<file path="src/rtl/polar_encoder_serial.sv">
// Serial polar encoder: collects K info bits into the non-frozen u positions,
// runs the F^{(x)n} butterfly one stage per cycle, then streams BPSK beliefs.
module polar_encoder_serial #(
  parameter int           N           = 8,
  parameter int           LOG2N       = 3,
  parameter logic [N-1:0] FROZEN_MASK = 8'b0001_0111,
  parameter int           W           = 8,
  parameter int           AMP         = 4
) (
  input  logic                clk,
  input  logic                rst,
  input  logic                in_valid,
  input  logic                in_bit,
  output logic                in_ready,
  output logic                out_valid,
  output logic signed [W-1:0] belief_out,
  output logic [LOG2N-1:0]    out_idx,
  input  logic                out_ready,
  output logic                frame_done
);

  localparam logic [1:0] COLLECT = 2'd0;
  localparam logic [1:0] ENCODE  = 2'd1;
  localparam logic [1:0] EMIT    = 2'd2;

  function automatic int count_info();
    int c;
    c = 0;
    for (int i = 0; i < N; i++) begin
      if (!FROZEN_MASK[i]) c++;
    end
    return c;
  endfunction

  localparam int K = count_info();
  localparam logic signed [W-1:0] AMP_S = W'(AMP);

  if (K == 0 || N < 2 || N > 64 || (N & (N - 1)) != 0 || (1 << LOG2N) != N ||
      AMP <= 0 || AMP > (1 << (W - 1)) - 1) begin : g_bad_params
    $error("polar_encoder_serial: illegal N/LOG2N/FROZEN_MASK/AMP combination");
  end

  // Bit 0 maps to +AMP, bit 1 to -AMP, matching the decoder's sign convention.
  function automatic logic signed [W-1:0] bpsk_map(input logic b);
    return b ? -AMP_S : AMP_S;
  endfunction

  logic [1:0]       state_q, state_d;
  logic [N-1:0]     x_q, x_d;
  logic [LOG2N:0]   cnt_q, cnt_d;
  logic [LOG2N-1:0] stage_q, stage_d;
  logic [LOG2N-1:0] idx_q, idx_d;
  logic [LOG2N-1:0] wr_sel;
  logic [N-1:0]     partner;
  logic [N-1:0]     low_mask;
  int               rank;

  always_comb begin
    // Map the running info-bit count onto the u index it lands in.
    wr_sel = '0;
    rank   = 0;
    for (int i = 0; i < N; i++) begin
      if (!FROZEN_MASK[i]) begin
        if (rank == int'(cnt_q)) wr_sel = LOG2N'(i);
        rank++;
      end
    end
    partner  = x_q >> (1 << stage_q);
    low_mask = '0;
    for (int i = 0; i < N; i++) begin
      low_mask[i] = ((i >> stage_q) & 1) == 0;
    end
  end

  always_comb begin
    state_d = state_q;
    x_d     = x_q;
    cnt_d   = cnt_q;
    stage_d = stage_q;
    idx_d   = idx_q;
    case (state_q)
      COLLECT: begin
        if (in_valid) begin
          x_d[wr_sel] = in_bit;
          if (cnt_q == (LOG2N + 1)'(K - 1)) begin
            cnt_d   = '0;
            stage_d = '0;
            state_d = ENCODE;
          end else begin
            cnt_d = cnt_q + 1'b1;
          end
        end
      end
      ENCODE: begin
        x_d = x_q ^ (partner & low_mask);
        if (stage_q == LOG2N'(LOG2N - 1)) begin
          idx_d   = '0;
          state_d = EMIT;
        end else begin
          stage_d = stage_q + 1'b1;
        end
      end
      EMIT: begin
        if (out_ready) begin
          if (idx_q == LOG2N'(N - 1)) begin
            idx_d   = '0;
            x_d     = '0;
            state_d = COLLECT;
          end else begin
            idx_d = idx_q + 1'b1;
          end
        end
      end
      default: begin
        state_d = COLLECT;
        x_d     = '0;
        cnt_d   = '0;
        idx_d   = '0;
      end
    endcase
  end

  always_ff @(posedge clk) begin
    if (rst) begin
      state_q <= COLLECT;
      x_q     <= '0;
      cnt_q   <= '0;
      stage_q <= '0;
      idx_q   <= '0;
    end else begin
      state_q <= state_d;
      x_q     <= x_d;
      cnt_q   <= cnt_d;
      stage_q <= stage_d;
      idx_q   <= idx_d;
    end
  end

  always_comb begin
    in_ready   = (state_q == COLLECT);
    out_valid  = (state_q == EMIT);
    out_idx    = idx_q;
    belief_out = out_valid ? bpsk_map(x_q[idx_q]) : '0;
    frame_done = out_valid && out_ready && (idx_q == LOG2N'(N - 1));
  end

endmodule

</file>
<file path="config.mk">
export PLATFORM = sky130hd
export DESIGN_NAME = polar_encoder_serial
export DESIGN_NICKNAME = d
export VERILOG_FILES = /design/src/rtl/polar_encoder_serial.sv
export SDC_FILE = /design/constraint.sdc
export NUM_CORES = 1
export LEC_CHECK = 0
export CORE_ASPECT_RATIO = 0.8
export CORE_MARGIN = 3
export CORE_UTILIZATION = 42
export DETAILED_ROUTE_END_ITERATION = 8
export PLACE_DENSITY = 0.7
export SLEW_MARGIN = 20
export SYNTH_ARGS = -nofsm -noshare
export SYNTH_HDL_FRONTEND = slang
export SYNTH_SLANG_ARGS = --single-unit
</file>
<file path="constraint.sdc">
create_clock -name clk -period 4.1 [get_ports clk]
set_input_delay 0.615 -clock clk [delete_from_list [all_inputs] [get_ports clk]]
set_output_delay 0.615 -clock clk [all_outputs]
set_load 0.005 [all_outputs]
</file>
==> results.cfg, run 1 <==
[sta]
timing.setup.tns_ns = 0
timing.final.max_slew_violations = 0
period_share = 0.670
period_needed_ns = 2.75
rsz0062_at_grt = false
timing.final.hold_violations = 0
skew_ns = 0.00430
worst_pin_slew_ns = 0.782
max_slew_margin = 0.477
fmax_mhz = 364
setup_viol = 0

[clocking]
holdBufCountCts = 0
clk_latency_ns = 0.26
htreeDepth = 1
cts_tree = built
clkSinkCount = 20
cts.repair.resized = 0
clockBufferDepth = 2
clkTransAtPathRegs_ns = 0.08
cts_buffers = 3
cts_setup_buffers = 0
cts_root_buf = clkbuf_8

[min_path]
hold_start = cnt_q[3]
holdCritPathClass = flop to flop
holdPathEnd = cnt_q[3]
hold_depth = 2

[yosys]
async_flop_share = 0
synth-edff-count = 0
ys.flop_type = dfxtp_1
synth-seq-cells = 20
yosysSeqAreaShare = 0.214
syn-cell-area_sq_mm = 0.00187
ys_warn_count = 0
synth_cells = 255
synth.avg_cell_area_sq_um = 7.35
synth_cell_types = 52

[detailed_routing]
highest_layer = met4
route.vias.total = 1781
dr.pass1.iters = 4
route.detailed.drc = 0
wl_met3_um = 263
finalWirelength_um = 4530
drtIter0Drc = 213
wl_met2_um = 1920
ant_nets = 0
avgRoutedWirePerCell_um = 14.6
vias_per_cell = 5.73
drt-met1-wl_um = 2340

[worst_setup_path]
end_kind = flop
worst_ep_arrival_time_ns = 2.86
path_max_fanout = 15
critPathKind = flop to flop
r2r-end = x_q[3]
r2r_start = stage_q[2]
startpoint_type = flop
worstPathRequired_ns = 4.21
r2r_cells = 7
rrSetupSlack_ns = 1.35

[floorplanning]
dieHeight_um = 65.7
core_sq_mm = 0.00423
design.die.area_sq_mm = 0.00530
io_pins = 19
rows = 21
die_w_um = 80.7
initial_core_util = 0.443

[status]
outcome = complete, no violations

[cells_and_area]
layout.nets = 277
ff_latch_area_sq_um = 400
final_cells = 311
syn2layout_area_growth_pct = 8.95
num_antenna_cells = 0
final_util = 0.482
finalInstanceArea_sq_mm = 0.00204
n_fill_cell = 427
multi_input_area_sq_mm = 0.00132
layout-drive-gt1-share = 0.0630

[grt]
grt_max_degree = 21
track_usage = 0.179
grt_pass1_wl_um = 7490
grt_pass1_vias = 1480
antenna_found_initial = 0
overflow = 0

[placement]
post_dp_cell_area_sq_mm = 0.00200
placedCellCount = 308
dp_hpwl_um = 3310
port_buffers = 16
gp_congestion = 0.882

[power]
peakVddDrop_mv = 0.215
total_leakage_power_uw = 0.000764
power.density_mw_per_mm2 = 199

[run]
cap_violations = 0
[sequential cells by signal (all words and copies together), names as in the netlist]
register,cells
stage_q,3
x_q,8
state_q,2
cnt_q,4
out_idx,3
[layout make-up]
cell class	instances	area share
tap	57	0.0349
multi-input combinational	201	0.644
timing repair buffer	16	0.0785
sequential	20	0.196
inverter	14	0.0258
clock buffer	3	0.0202
[through the flow]
stage	power (uW)	hold WS, ns	setup WS, ns
after floorplan	259	0.467	1.97
after global placement	276	0.488	1.46
after detailed placement	277	0.498	1.40
after CTS	405	0.507	1.40
after global routing	424	0.542	1.16
final	405	0.503	1.35
[Yosys cell counts (3+ instances only)]
cell type,n,share of area
nand3_1,11,0.029
o21a_1,3,0.012
ha_1,16,0.11
a31oi_1,6,0.020
a21oi_1,20,0.053
and3_1,3,0.010
a211oi_1,4,0.016
mux2_2,4,0.024
inv_1,14,0.028
o21ai_0,8,0.021
nand2b_1,3,0.010
o22ai_1,3,0.010
buf_4,7,0.028
nor3_1,10,0.027
o211ai_1,3,0.012
mux2i_1,8,0.043
buf_2,3,0.0080
dfxtp_1,20,0.21
nor2_1,30,0.060
nor2b_1,5,0.017
clkbuf_1,11,0.022
nand2_1,25,0.050
[placed cells by master (no fill, tap or decap), drive strengths merged, types with 4 or more instances in the layout]
master,instances
nand2,25
a21oi,20
a31oi,6
clkdlybuf4s50,16
a211oi,4
nand3,11
inv,14
nor2,30
dfxtp,20
nor3,10
mux2i,8
ha,16
mux2,4
nand2b,4
nor2b,5
o21ai,8
[layer usage]
metal / up-vias / global-route usage
met4: 0 / 0.0169
li1: 904 / -
met1: 819 / 0.290
met3: 2 / 0.0329
met5: - / 0
met2: 56 / 0.247
[report_power, final]
| group | switching (uW) | total (uW) | internal, uW |
|---|---|---|---|
| clock | 66.3 | 132 | 65.5 |
| combinational | 38.6 | 66.5 | 28.0 |
| sequential | 7.93 | 207 | 199 |
[how the worst max path moves through the flow]
| stage | from | endpoint | slack (ns) | cells after the start |
|---|---|---|---|---|
| 6_report | stage_q[2] | x_q[3] | 1.35 | 7 |
| 3_3_place_gp | rst | x_q[2] | 1.46 | 5 |
| 5_1_grt | stage_q[2] | x_q[3] | 1.16 | 7 |
| 3_5_place_dp | stage_q[2] | x_q[3] | 1.40 | 7 |
| 2_1_floorplan | stage_q[2] | x_q[3] | 1.97 | 8 |
| 4_1_cts | stage_q[2] | x_q[3] | 1.40 | 7 |
[logic make-up after synthesis]
logic type,after synthesis,share of synthesized area
flops,20,0.214
other cells,1,0.00200
buf+inv,35,0.0862
simple gates,105,0.274
fa+ha+maj,16,0.107
mux,14,0.0908
compound gates,64,0.226
[worst max-delay path: stages, from the launching register on]
cell and delay [ns]:
dfxtp_1 0.62, inv_1 0.30, ha_1 0.40, or4_4 0.56
a2111oi_2 0.33, a21oi_1 0.13, mux2i_1 0.16, o22ai_1 0.09
Note: power is estimated with default switching activity, not from simulation.
==> run 2, diff against run 1 <==
- PLACE_DENSITY: 0.7 -> 0.72
- clock period: 4.1 -> 2.42 ns (I/O delays scaled with it)
==> results.cfg, run 2 (synthesized netlist as in run 1, its figures left out) <==
[worst_setup_path]
worst_ep_arrival_time_ns = 1.88
critPathKind = flop to output pin
end_kind = output pin
critical_path.startpoint = out_idx[0]
worstPathRequired_ns = 2.06
startpoint_type = flop
crit_slowest_cell = mux4_2
r2r_start = stage_q[1]
path_max_fanout = 6
max_stage_delay_ns = 0.50
crit_chain = mux4_2 -> mux2i_1 -> nor2_2 -> clkdlybuf4s50_1

[placement]
dp_slack_ns = 0.139
dp_hpwl_um = 3580
gp_congestion = 0.914
port_buffers = 16
placedCellCount = 325

[sta]
period_share = 0.925
fmax_mhz = 447
timing.final.max_slew_violations = 0
layout_setup_ws_ns = 0.182
timing.final.hold_violations = 0
period_needed_ns = 2.24
timing.setup.tns_ns = 0
rsz0062_at_grt = false
setup_viol = 0
hold_slack_ns = 0.508
skew_ns = 0.0142

[grt]
grt_pass1_wl_um = 8040
antenna_found_initial = 0
overflow = 0
grt_pass1_vias = 1678
met3_usage = 0.0534
use_met2 = 0.278
busiest_layer = met2
use_met1 = 0.275
grt_max_degree = 20
track_usage = 0.191

[power]
power.density_mw_per_mm2 = 367
peakVddDrop_mv = 0.250
total_leakage_power_uw = 0.000864

[cells_and_area]
top_regs = x_q (8), cnt_q (4)
final_common_cell = nor2_1
largest_register = x_q
largest_reg_flops = 8
syn2layout_area_growth_pct = 18.2
layout-drive-gt1-share = 0.147
num_antenna_cells = 0
n_fill_cell = 412
final_cell_mix = nor2_1 (29), nand2_1 (25), a21oi_1 (20)
layout.nets = 294
final_cells = 329

[clocking]
cts.repair.resized = 0
cts_tree = built
htreeDepth = 1
cts_setup_buffers = 0
clockBufferDepth = 2
clkTransAtPathRegs_ns = 0.09
clkSinkCount = 20
holdBufCountCts = 0
clk_latency_ns = 0.27
cts_root_buf = clkbuf_8
cts_buffers = 3

[floorplanning]
dieHeight_um = 65.7
initial_core_util = 0.443
die_w_um = 80.7
rows = 21
io_pins = 19
design.die.area_sq_mm = 0.00530
core_sq_mm = 0.00423

[detailed_routing]
vias_per_cell = 5.63
drtIter0Drc = 140
finalWirelength_um = 4690
route.vias.total = 1853
route.detailed.drc = 0
ant_nets = 0
avgRoutedWirePerCell_um = 14.2
dr.pass1.iters = 4

[min_path]
holdCritPathClass = flop to flop
hold_start = cnt_q[3]

[status]
outcome = complete, no violations

[run]
cap_violations = 0
==> run 2: changes by cell type in the layout (fill, tap and decap cells not counted) <==
cell       before  now
buf_4           0   17
dfxtp_1        20   18
dfxtp_2         0    2
ha_1           16   14
ha_2            0    2
bufinv_16       0    1
nor2_1         30   29
nor2_2          0    1
nor4_1          2    1
nor4_2          0    1
==> run 2: worst max-delay path: cells and delay by family (launching register included) <==
kind / cells / cell delay, ns
buf+inv: 1 / 0.44
flops: 1 / 0.40
mux: 2 / 0.68
simple gates: 1 / 0.08
==> run 2: final cells by class <==
class	count	area (sq um)	share of cell area
sequential	20	403	0.182
clock buffer	3	41.3	0.0186
inverter	14	52.6	0.0237
timing repair buffer	33	288	0.130
tap	57	71.3	0.0322
multi-input combinational	201	1330	0.600
clock inverter	1	30.0	0.0136
==> run 2: final timing paths <==
check                  endpoint  cells past startpoint  slack, ns
setup / recovery  belief_out[6]                      4       0.18
hold / removal         cnt_q[3]                      2       0.51
setup reg to reg         x_q[1]                      9       0.22
hold reg to reg        cnt_q[3]                      2       0.51
==> run 2: where the power goes <==
group          internal, uW  leakage [uW]  switching [uW]
registers               337      0.000163            9.71
logic                  54.3      0.000666            70.6
clock network           221     0.0000357             121
==> run 2: metrics by stage <==
| stage | instance area [sq um] | power [uW] | util |
|---|---|---|---|
| 2_1_floorplan | 1880 | 440 | - |
| 3_3_place_gp | 2130 | 475 | 0.503 |
| 3_5_place_dp | 2130 | 476 | 0.503 |
| 4_1_cts | 2200 | 823 | 0.520 |
| 5_1_grt | 2210 | 854 | 0.524 |
| 6_report | 2210 | 814 | 0.524 |
==> run 2: routing by layer <==
layer,up-vias,wire [um]
met5,-,0
met4,0,34
met3,6,376
met2,72,2000
met1,836,2270
li1,939,-
==> run 3, diff against run 2 <==
- CORE_MARGIN: 3 -> not set
- MAX_ROUTING_LAYER: not set -> met4
==> results.cfg, run 3 (synthesized netlist as in run 1, its figures left out) <==
[power]
total_leakage_power_uw = 0.000869
peakVddDrop_mv = 0.245
power.density_mw_per_mm2 = 314

[floorplanning]
rows = 21
io_pins = 19
die_w_um = 76.7
core_sq_mm = 0.00423
design.die.area_sq_mm = 0.00473
initial_core_util = 0.443
dieHeight_um = 61.7

[grt]
track_usage = 0.210
use_met1 = 0.293
grt_pass1_wl_um = 7610
overflow = 0
antenna_found_initial = 0
use_met2 = 0.325
busiest_layer = met2
grt_max_degree = 20
met3_usage = 0.0365
grt_pass1_vias = 1568

[clocking]
clkSinkCount = 20
htreeDepth = 1
cts_setup_buffers = 0
cts_buffers = 3
clockBufferDepth = 2
clk_latency_ns = 0.26
cts_root_buf = clkbuf_8
cts_tree = built
clkTransAtPathRegs_ns = 0.07
holdBufCountCts = 0

[detailed_routing]
route.vias.total = 1863
ant_nets = 0
avgRoutedWirePerCell_um = 14.3
route.detailed.drc = 0
drtIter0Drc = 133
vias_per_cell = 5.63
dr.pass1.iters = 4
finalWirelength_um = 4730

[min_path]
hold_depth = 2
holdCritPathClass = flop to flop
hold_start = cnt_q[3]
holdPathEnd = cnt_q[3]

[cells_and_area]
layout.nets = 297
largest_register = x_q
largest_reg_flops = 8
syn2layout_area_growth_pct = 17.9
final_common_cell = nor2_1
layout-drive-gt1-share = 0.150
top_regs = x_q (8), cnt_q (4)
final_cells = 331
num_antenna_cells = 0
final_cell_mix = nor2_1 (30), nand2_1 (25), a21oi_1 (20), buf_4 (20), dfxtp_1 (18)

[worst_setup_path]
worstPathRequired_ns = 2.06
rrSetupSlack_ns = 0.14
worst_ep_arrival_time_ns = 1.93
end_kind = output pin
r2r-end = x_q[2]
max_stage_delay_ns = 0.56
crit_slowest_cell = clkdlybuf4s50_1
startpoint_type = flop
critPathKind = flop to output pin
r2r_cells = 9
crit_chain = mux4_2 -> mux2i_1 -> nor2_1 -> clkdlybuf4s50_1
r2r_start = stage_q[1]
path_max_fanout = 9

[sta]
max_slew_margin = 0.647
layout_setup_ws_ns = 0.126
timing.final.max_slew_violations = 0
setup_viol = 0
worst_pin_slew_ns = 0.529
period_share = 0.948
fmax_mhz = 436
timing.final.hold_violations = 0
period_needed_ns = 2.29
timing.setup.tns_ns = 0
hold_slack_ns = 0.509
skew_ns = 0.00125

[placement]
placedCellCount = 328
dp_slack_ns = 0.163
dp_hpwl_um = 3600
port_buffers = 16
gp_congestion = 0.919

[run]
cap_violations = 0

[status]
outcome = complete, no violations
==> run 3: worst max path at each step <==
stage | depth (start not counted) | start | end | slack, ns
after floorplan | 8 | stage_q[2] | x_q[3] | 0.29
after detailed placement | 10 | stage_q[0] | x_q[3] | 0.16
after global placement | 9 | stage_q[0] | x_q[3] | 0.23
after CTS | 4 | out_idx[0] | belief_out[7] | 0.09
final | 4 | x_q[3] | belief_out[7] | 0.13
after global routing | 9 | stage_q[0] | x_q[3] | -0.001
==> run 3: critical path, delay by kind of cell, from the launching register on <==
| family | cells | cell delay (ns) |
|---|---|---|
| buf+inv | 1 | 0.56 |
| flops | 1 | 0.52 |
| mux | 2 | 0.35 |
| simple gates | 1 | 0.23 |
==> run 3: final cells by class <==
class | count | area (sq um)
clock buffer | 3 | 41.3
fill | 427 | 2020
inverter | 14 | 52.6
multi-input combinational | 201 | 1330
sequential | 20 | 403
tap | 57 | 71.3
timing repair buffer | 36 | 310
==> run 3: repair_timing <==
action	in CTS	in global routing
hold endpoints to repair	0	0
endpoints found under the setup margin	0	7
resized for setup	0	6
==> run 3: report_power, final <==
group,internal [uW],switching [uW],leakage [uW]
clock network,111,111,0.0000216
registers,337,11.1,0.000163
logic,54.0,69.6,0.000685
total,502,192,0.000869
==> run 3: routing by layer <==
layer	up-vias	part of all wire
met3	2	0.076
li1	943	-
met2	67	0.44
met5	-	0
met4	0	0.0021
met1	851	0.48
==> run 3: stage by stage <==
step / total power [uW] / area (sq um) / util
floorplan: 440 / 1880 / -
global placement: 475 / 2150 / 0.508
detailed placement: 476 / 2150 / 0.508
CTS: 696 / 2190 / 0.518
global route: 726 / 2210 / 0.522
finish: 694 / 2210 / 0.522
